**config.mk**
```make
export PLATFORM = sky130hd
export DESIGN_NAME = alu_multicycle
export DESIGN_NICKNAME = d
export VERILOG_FILES = /design/src/rtl/alu_pkg.sv /design/src/rtl/alu_iter_muldiv.sv /design/src/rtl/alu_multicycle.sv
export SDC_FILE = /design/constraint.sdc
export NUM_CORES = 1
export LEC_CHECK = 0
export CAP_MARGIN = 30
export CORE_MARGIN = 2
export CORE_UTILIZATION = 40
export CTS_BUF_LIST = sky130_fd_sc_hd__clkbuf_4 sky130_fd_sc_hd__clkbuf_8
export DETAILED_ROUTE_END_ITERATION = 8
export PLACE_DENSITY = 0.67
export SYNTH_ARGS = -nofsm -noshare
export SYNTH_HDL_FRONTEND = slang
export SYNTH_SLANG_ARGS = --single-unit
```
**constraint.sdc**
```tcl
create_clock -name clock -period 6.65 [get_ports clock]
set_clock_uncertainty 0.15 [all_clocks]
set_input_delay 0.665 -clock clock [delete_from_list [all_inputs] [get_ports clock]]
set_output_delay 0.665 -clock clock [all_outputs]
set_load 0.01 [all_outputs]
```
**src/rtl/alu_pkg.sv**
```systemverilog
// Shared definitions for the multi-cycle ALU: opcodes, FSM state encoding and default width.
package alu_pkg;

    localparam int DEFAULT_WIDTH = 32;

    localparam logic [4:0] OP_ADD = 5'b00000;
    localparam logic [4:0] OP_SUB = 5'b00001;
    localparam logic [4:0] OP_AND = 5'b00010;
    localparam logic [4:0] OP_OR  = 5'b00011;
    localparam logic [4:0] OP_SLL = 5'b00100;
    localparam logic [4:0] OP_SRA = 5'b00101;
    localparam logic [4:0] OP_MUL = 5'b00110;
    localparam logic [4:0] OP_DIV = 5'b00111;

    typedef enum logic [1:0] {
        S_IDLE,
        S_MUL,
        S_DIV,
        S_DONE
    } state_t;

endpackage

```
**src/rtl/alu_iter_muldiv.sv**
```systemverilog
// Iterative unsigned engine: shift-add multiply or restoring divide on operand magnitudes,
// one bit per clock. The caller owns the iteration counter and sign handling.
module alu_iter_muldiv
    import alu_pkg::*;
#(
    parameter int  WIDTH = DEFAULT_WIDTH,
    localparam int CNT_W = $clog2(WIDTH)
) (
    input  logic             clock,
    input  logic             reset_n,
    input  logic             start,
    input  logic             is_div,
    input  logic [WIDTH-1:0] mag_a,
    input  logic [WIDTH-1:0] mag_b,
    input  logic [CNT_W-1:0] count,
    output logic             done,
    output logic [WIDTH-1:0] result_mag,
    output logic [WIDTH-1:0] high_mag
);

    localparam logic [CNT_W-1:0] LAST_COUNT = CNT_W'(WIDTH - 1);

    logic             busy;
    logic             div_mode;
    logic [WIDTH-1:0] operand;
    logic [WIDTH-1:0] hi;
    logic [WIDTH-1:0] lo;
    logic [WIDTH-1:0] hi_next;
    logic [WIDTH-1:0] lo_next;
    logic [WIDTH:0]   add_sum;
    logic [WIDTH:0]   shifted;
    logic [WIDTH:0]   trial;

    // hi:lo is the running product (multiply) or remainder:quotient (divide).
    always_comb begin
        hi_next = hi;
        lo_next = lo;
        add_sum = '0;
        shifted = '0;
        trial   = '0;
        if (div_mode) begin
            shifted = {hi, lo[WIDTH-1]};
            trial   = shifted - {1'b0, operand};
            if (!trial[WIDTH]) begin
                hi_next = trial[WIDTH-1:0];
                lo_next = {lo[WIDTH-2:0], 1'b1};
            end else begin
                hi_next = shifted[WIDTH-1:0];
                lo_next = {lo[WIDTH-2:0], 1'b0};
            end
        end else begin
            add_sum            = {1'b0, hi} + (lo[0] ? {1'b0, operand} : '0);
            {hi_next, lo_next} = {add_sum, lo[WIDTH-1:1]};
        end
    end

    // Outputs expose the post-iteration values so the final step lands in the caller's register.
    assign done       = busy && (count == LAST_COUNT);
    assign result_mag = lo_next;
    assign high_mag   = hi_next;

    always_ff @(posedge clock or negedge reset_n) begin
        if (!reset_n) begin
            busy     <= 1'b0;
            div_mode <= 1'b0;
            operand  <= '0;
            hi       <= '0;
            lo       <= '0;
        end else if (start) begin
            busy     <= 1'b1;
            div_mode <= is_div;
            operand  <= is_div ? mag_b : mag_a;
            hi       <= '0;
            lo       <= is_div ? mag_a : mag_b;
        end else if (busy) begin
            hi <= hi_next;
            lo <= lo_next;
            if (done) begin
                busy <= 1'b0;
            end
        end
    end

endmodule

```
**src/rtl/alu_multicycle.sv**
```systemverilog
// Execute-stage ALU with valid/ready handshakes: single-cycle arithmetic/logic/shift ops plus
// iterative signed multiply and divide, all results and flags registered.
module alu_multicycle
    import alu_pkg::*;
#(
    parameter int  WIDTH   = DEFAULT_WIDTH,
    localparam int SHAMT_W = $clog2(WIDTH)
) (
    input  logic               clock,
    input  logic               reset_n,
    input  logic               in_valid,
    output logic               in_ready,
    input  logic [WIDTH-1:0]   data_operandA,
    input  logic [WIDTH-1:0]   data_operandB,
    input  logic [4:0]         ctrl_ALUopcode,
    input  logic [SHAMT_W-1:0] ctrl_shiftamt,
    output logic               out_valid,
    input  logic               out_ready,
    output logic [WIDTH-1:0]   data_result,
    output logic               isNotEqual,
    output logic               isLessThan,
    output logic               overflow,
    output logic               exception
);

    localparam int MSB   = WIDTH - 1;
    localparam int CNT_W = $clog2(WIDTH);

    state_t           state;
    logic             accept;
    logic [WIDTH-1:0] sum;
    logic [WIDTH-1:0] diff;
    logic             add_ovf;
    logic             sub_ovf;
    logic             is_mul;
    logic             is_div;
    logic             b_zero;
    logic             div_by_zero;
    logic [WIDTH-1:0] single_result;
    logic             single_ovf;
    logic [WIDTH-1:0] mag_a;
    logic [WIDTH-1:0] mag_b;
    logic             result_neg;
    logic [CNT_W-1:0] iter_count;
    logic             engine_start;
    logic             engine_done;
    logic [WIDTH-1:0] engine_lo;
    logic [WIDTH-1:0] engine_hi;
    logic [WIDTH-1:0] muldiv_result;
    logic             muldiv_ovf;

    assign in_ready = (state == S_IDLE) || ((state == S_DONE) && out_ready);
    assign accept   = in_valid && in_ready;

    assign sum     = data_operandA + data_operandB;
    assign diff    = data_operandA - data_operandB;
    assign add_ovf = (data_operandA[MSB] == data_operandB[MSB]) && (sum[MSB] != data_operandA[MSB]);
    assign sub_ovf = (data_operandA[MSB] != data_operandB[MSB]) && (diff[MSB] != data_operandA[MSB]);

    assign is_mul       = (ctrl_ALUopcode == OP_MUL);
    assign is_div       = (ctrl_ALUopcode == OP_DIV);
    assign b_zero       = (data_operandB == '0);
    assign div_by_zero  = is_div && b_zero;
    assign engine_start = accept && (is_mul || (is_div && !b_zero));

    assign mag_a = data_operandA[MSB] ? -data_operandA : data_operandA;
    assign mag_b = data_operandB[MSB] ? -data_operandB : data_operandB;

    // Divide-by-zero resolves here in a single cycle with a zero result; MUL never takes this path.
    always_comb begin
        single_result = sum;
        single_ovf    = add_ovf;
        case (ctrl_ALUopcode)
            OP_ADD: begin
                single_result = sum;
                single_ovf    = add_ovf;
            end
            OP_SUB: begin
                single_result = diff;
                single_ovf    = sub_ovf;
            end
            OP_AND: begin
                single_result = data_operandA & data_operandB;
                single_ovf    = 1'b0;
            end
            OP_OR: begin
                single_result = data_operandA | data_operandB;
                single_ovf    = 1'b0;
            end
            OP_SLL: begin
                single_result = data_operandA << ctrl_shiftamt;
                single_ovf    = 1'b0;
            end
            OP_SRA: begin
                single_result = $signed(data_operandA) >>> ctrl_shiftamt;
                single_ovf    = 1'b0;
            end
            OP_DIV: begin
                single_result = '0;
                single_ovf    = 1'b0;
            end
            default: ;
        endcase
    end

    // Sign fixup of the engine's magnitude; a negative product may reach exactly MIN without overflow.
    always_comb begin
        muldiv_result = result_neg ? -engine_lo : engine_lo;
        if (state == S_DIV) begin
            muldiv_ovf = !result_neg && engine_lo[MSB];
        end else if (result_neg) begin
            muldiv_ovf = (|engine_hi) || (engine_lo[MSB] && (|engine_lo[MSB-1:0]));
        end else begin
            muldiv_ovf = (|engine_hi) || engine_lo[MSB];
        end
    end

    alu_iter_muldiv #(
        .WIDTH(WIDTH)
    ) u_iter (
        .clock      (clock),
        .reset_n    (reset_n),
        .start      (engine_start),
        .is_div     (is_div),
        .mag_a      (mag_a),
        .mag_b      (mag_b),
        .count      (iter_count),
        .done       (engine_done),
        .result_mag (engine_lo),
        .high_mag   (engine_hi)
    );

    // Accept is only possible in IDLE or DONE, so it takes priority over the per-state behaviour.
    always_ff @(posedge clock or negedge reset_n) begin
        if (!reset_n) begin
            state       <= S_IDLE;
            out_valid   <= 1'b0;
            data_result <= '0;
            isNotEqual  <= 1'b0;
            isLessThan  <= 1'b0;
            overflow    <= 1'b0;
            exception   <= 1'b0;
            result_neg  <= 1'b0;
            iter_count  <= '0;
        end else if (accept) begin
            iter_count <= '0;
            isNotEqual <= |diff;
            isLessThan <= diff[MSB] ^ sub_ovf;
            result_neg <= data_operandA[MSB] ^ data_operandB[MSB];
            if (engine_start) begin
                state     <= is_mul ? S_MUL : S_DIV;
                out_valid <= 1'b0;
            end else begin
                state       <= S_DONE;
                out_valid   <= 1'b1;
                data_result <= single_result;
                overflow    <= single_ovf;
                exception   <= div_by_zero;
            end
        end else begin
            case (state)
                S_MUL, S_DIV: begin
                    if (engine_done) begin
                        state       <= S_DONE;
                        out_valid   <= 1'b1;
                        data_result <= muldiv_result;
                        overflow    <= muldiv_ovf;
                        exception   <= 1'b0;
                    end else begin
                        iter_count <= iter_count + 1'b1;
                    end
                end
                S_DONE: begin
                    if (out_ready) begin
                        state     <= S_IDLE;
                        out_valid <= 1'b0;
                    end
                end
                default: ;
            endcase
        end
    end

endmodule

```
### After elaboration in Yosys (flattened, before gate mapping)

Index checks and enable logic that the tools add are counted.

* logic and storage cells: 124
* output and inout bits: 38
* bits in registers: 143

* add/subtract/negate cells: 8
* reduce and logical (&&, ||, !) cells: 30
* multiplexer cells: 47
* shifts and indexed selects: 2
* equal/unequal tests: 19
* bitwise logic cells: 4

Operator list (number)
* 32-bit two-way mux: 17
* 32-bit case mux with 6 select lines: 1
* 32-bit negator: 3
* 32-bit OR reduction: 2
* 32-bit by 33-bit adder with 33-bit output: 1
* 33-bit by 32-bit subtractor with 33-bit output: 1
* 32-bit adder: 1
* 32-bit AND: 1
* 32-bit logical NOT: 1
* 32-bit OR: 1
* 32-bit by 5-bit left shift with 32-bit output: 1
* 32-bit by 5-bit >>> shifter with 32-bit output: 1
* 32-bit subtractor: 1
* 31-bit OR reduction: 1
* 5-bit by 3-bit equality test with 1-bit output (second input constant): 4
* 1-bit two-way mux: 18
* 5-bit two-way mux: 3
* 5-bit by 2-bit equality test with 1-bit output (second input constant): 2
* 1-bit logical AND: 10
* 2-bit two-way mux: 5
* 3-bit inequality test (second input constant): 2
* 3-bit AND reduction: 2
* 2-bit nonzero test: 3
* 5-bit by 1-bit adder with 5-bit output (second input constant): 1
* other kinds (17): 27

### Depth between registers and ports, before layout

* depth after elaboration: 11
* gate-level depth with buffers: 25
* depth with buffers taken out: 23

### By module

A second synthesis with hierarchy kept.

* cells, all modules: 2929
* area, all modules: 22276.4 um^2

By module, submodules not included
* alu_multicycle: area an instance 12741.0 um^2, cells each 1764, times used 1, sequential area each 1126.1 um^2
* alu_iter_muldiv: area an instance 9535.4 um^2, cells each 1165, times used 1, sequential area each 2452.4 um^2

### Least setup slack after synthesis

Ideal clock, no wire load.

* kind: input port to flip-flop
* from: in data_operandA[14]
* to: reg isNotEqual
* setup slack: 823 ps
* arrival time: 5559 ps
* path buffers: 2
* stages on the path: 24
* required time: 6381 ps
* library setup time: 119 ps
* cells stage by stage: buf_1 -> inv_1 -> ha_1 -> clkbuf_1 -> or4_1 -> nor2_1 -> nand3_1 -> a31oi_1 -> o21ai_0 -> a211oi_1 -> nor2_1 -> o31a_1 -> o31ai_1 -> fa_1 -> a2111oi_0 -> o311ai_0 -> nor3_1 -> nand4_1 -> nor4b_1 -> and3_1 -> nand4_1 -> nor4_1 -> nand4b_1 -> o21a_1

* longest elaborated chain between the ends: 2

RTL lines
* start: declaration: RTL line alu_multicycle.sv:13 `input logic [WIDTH-1:0] data_operandA,`
* 32-bit subtractor: RTL line alu_multicycle.sv:56 `assign diff = data_operandA - data_operandB;`
* 32-bit OR reduction: RTL line alu_multicycle.sv:147 `isNotEqual <= |diff;`
* end signal: assignment: RTL line alu_multicycle.sv:147
* end: declaration: RTL line alu_multicycle.sv:20 `output logic isNotEqual,`

Every way passes these cells.
A chain may end at the register's enable or synchronous reset.

### Final worst setup path

* from: in data_operandA[10]
* to: reg isNotEqual

The elaborated chain is that of the path after synthesis.

==> out/qor.csv <==
metric;value;unit
VDD IR max;198;uV
DRC Markers;0;
cell accounting for the most synthesized area;dfrtp_1;
ys async rst share;1.00;
synthesis-to-finish area growth;14.5;%
antenna cells;0;
DRT iter0 DRCs;2959;
Core Area;53600;sq um
IO buf count;115;
Mapped Cells;2979;
CTS max path bufs;2;
Via-to-Cell Ratio;6.34;
grt met2 use;0.520;
H-tree Lvls;4;
number of synthesized register bits;143;
power per cell area;412;nW/um^2
Clock Sinks;143;
R2R cell count;25;
launching point of the worst reg2reg path;u_iter.lo[31];
largest net degree at the start of global routing;77;
Slew Viols, Final;0;
CP Class;in -> reg;
Synth cell types;91;
warnings from Yosys;0;
initial core utilization;0.403;
Setup crit end kind;flip-flop;
NumNets Final;3339;
layout cells sized above 1;0.109;
Max Clock Freq;154;MHz
R2R Path End;overflow;
worst reg2reg setup slack;0.83;ns
Post-Syn Nets;3229;
cts-stage hold buffer count;0;
Worst-Margin Slew;1.08;ns
main flop type after synthesis;dfrtp_1;
mapped cell area;21600;sq um
CP required;6.90;ns
post-synth top area share;0.166;
Setup WS post-layout;0.153;ns
DRT Pass-1 Iters;6;
Static Leak;10.6;nW
CTS tree;done;
critical path's slowest cell;fa_2;
post-route cell area;24700;sq um
Die Ht;236;um
routability-driven placement congestion ratio;1.08;
CTS Buf Count;17;
GR Overflow Total;0;
final WL;95.3;mm
Critical Path AT;6.75;ns
CTS clk-pin slew, worst paths;0.09;ns
register area share after synthesis;0.166;
Max-Slew Margin vs Limit;0.283;
Final HPWL DP;75.4;mm
clock root buffer;clkbuf_8;
# IOs;116;
Die X;236;um
MaxCap Viol Count;0;
status;complete, no violations;
Synth Area per Inst;7.26;sq um
maximum fanout along the worst path;5;
Total GRT Usage;0.331;
global-route wire length before repair;141;mm
startpoint types;input port;
DR WL/cell;25.1;um
gr busiest metal;met2;
final hold vios;0;
post-route ant nets;0;
die area;55900;sq um
final setup fails;0;
fin crit period;6.50;ns
GR Util met1;0.442;
critical path's largest stage delay;0.55;ns
period utilization;0.977;
Rows;85;
vias in the first global route;22300;
Place WS;-0.617;ns
fillers;5543;
Vias;24100;
top cells by area, synth;dfrtp_1 (17%), ha_1 (9.7%), a21oi_1 (6.0%);
Hold Crit Class;in -> async;
clk_lat worst skew;0.50;ns
placed cell area;24200;sq um
initial antenna violation count;1;
Post-synth EDFFs;0;
met3 Usage GRT;0.0551;
## synth_stat cells, drive strengths merged, types with 6 or more instances
library cell	number
or2	13
or4	9
o21bai	27
a211o	13
a221o	6
a31oi	36
inv	157
o41ai	15
a21oi	263
nand2b	28
o211ai	38
o31ai	35
a221oi	28
o221ai	14
o311ai	9
mux4	50
mux2	13
mux2i	79
a211oi	47
buf	45
and2	45
and3	17
nand4	23
a22oi	7
a21o	57
ha	167
nor3	72
o2111ai	7
clkbuf	161
a2111oi	9
nor2b	11
o21ai	259
nor4	28
nand2	330
nor2	302
xor2	43
o22ai	16
nand3	91
o31a	8
or3	26
a311oi	10
dfrtp	143
xnor2	134
o21a	18
## flip-flops by register name, summed over array words and instances (netlist names)
register	count
overflow	1
out_valid	1
u_iter.div_mode	1
exception	1
iter_count	5
state	2
u_iter.hi	32
isLessThan	1
u_iter.lo	32
result_neg	1
isNotEqual	1
data_result	32
u_iter.busy	1
u_iter.operand	32
## timing repair
item,in CTS,in global routing
cloned,0,0
pin swaps,0,3
endpoints found under the setup margin,1,1
resized for setup,3,8
setup buffers,0,0
## through the flow
step	util	power (mW)	TNS, ns	hold WS (ns)	cells
after floorplan	-	7.03	0	0.219	2979
after global placement	0.452	9.16	-0.364	0.317	3764
after detailed placement	0.452	9.20	-0.617	0.324	3765
after CTS	0.461	10.1	0	0.0579	3797
after global routing	0.462	11.0	-0.0522	0.100	3798
final	0.462	10.2	0	0.0414	3798
## cells in the final DEF, fill, tap and decap left out, types with 14 or more instances in the layout
cell / synthesis / routed
nand4_1: 23 / 23
nand3_1: 91 / 91
nand2b_1: 28 / 28
a31oi_1: 36 / 34
nor3_1: 72 / 72
o21ai_0: 251 / 249
o41ai_1: 14 / 14
o22ai_1: 16 / 16
mux4_2: 50 / 50
o21bai_1: 27 / 27
buf_4: 0 / 183
xor2_1: 43 / 43
o21a_1: 18 / 18
nor4_1: 25 / 21
and2_1: 44 / 44
o211ai_1: 38 / 38
inv_1: 157 / 155
a21o_1: 57 / 56
or3_1: 26 / 26
xnor2_1: 134 / 134
clkdlybuf4s50_1: 0 / 110
ha_1: 167 / 167
a21oi_1: 260 / 260
a221oi_1: 28 / 28
a211oi_1: 44 / 43
nand2_1: 330 / 330
o31ai_1: 35 / 33
o221ai_1: 14 / 14
clkbuf_8: 0 / 18
dfrtp_1: 143 / 141
nor2_1: 301 / 300
and3_1: 17 / 17
mux2i_1: 79 / 79
## worst max-delay path: cells and delay by family
kind,cells,cell delay [ns]
compound gates,11,2.68
fa+ha+maj,2,0.91
buf+inv,3,0.79
simple gates,9,1.69
## power breakdown
part	switching (mW)	total, mW	internal [mW]
registers	0.441	1.72	1.27
logic	4.54	7.65	3.11
clock network	0.368	0.840	0.473
## metal layers
metal | up-vias | wire, um
met3 | 222 | 8970
met1 | 11500 | 39400
met2 | 1276 | 41900
li1 | 11000 | -
met5 | - | 0
met4 | 0 | 4980
## final cells by class
type | count | area, sq um | share of cell area
Clock buffer | 22 | 278 | 0.0112
Timing Repair Buffer | 297 | 2500 | 0.101
Clock inverter | 10 | 186 | 0.00753
Inverter | 159 | 597 | 0.0241
Multi-Input combinational cell | 2471 | 16700 | 0.676
Sequential cell | 143 | 3580 | 0.145
Tap cell | 696 | 871 | 0.0352
## cell families (layout without fill, tap and decap cells)
| kind of cell | Yosys count | count (layout) | synth area share |
|---|---|---|---|
| adders and majority gates | 172 | 172 | 0.101 |
| muxes | 142 | 142 | 0.0955 |
| xor gates and xnor gates | 177 | 177 | 0.0717 |
| and+or+nand+nor | 1012 | 1012 | 0.214 |
| AOI/OAI and AO/OA | 968 | 968 | 0.286 |
| DFF | 143 | 143 | 0.166 |
| buffers and inverters | 365 | 488 | 0.0653 |
## how the worst max path moves through the flow
stage / depth (start not counted) / from / slack (ns) / to
after floorplan: 24 / data_operandA[14] / 0.82 / isNotEqual
final: 25 / data_operandA[10] / 0.15 / isNotEqual
after detailed placement: 24 / data_operandA[1] / -0.62 / isNotEqual
after CTS: 25 / data_operandA[10] / 0.07 / isNotEqual
after global routing: 25 / data_operandB[10] / -0.05 / isNotEqual
after global placement: 24 / data_operandB[9] / -0.36 / isNotEqual
Power figures use the tool's default switching activity.
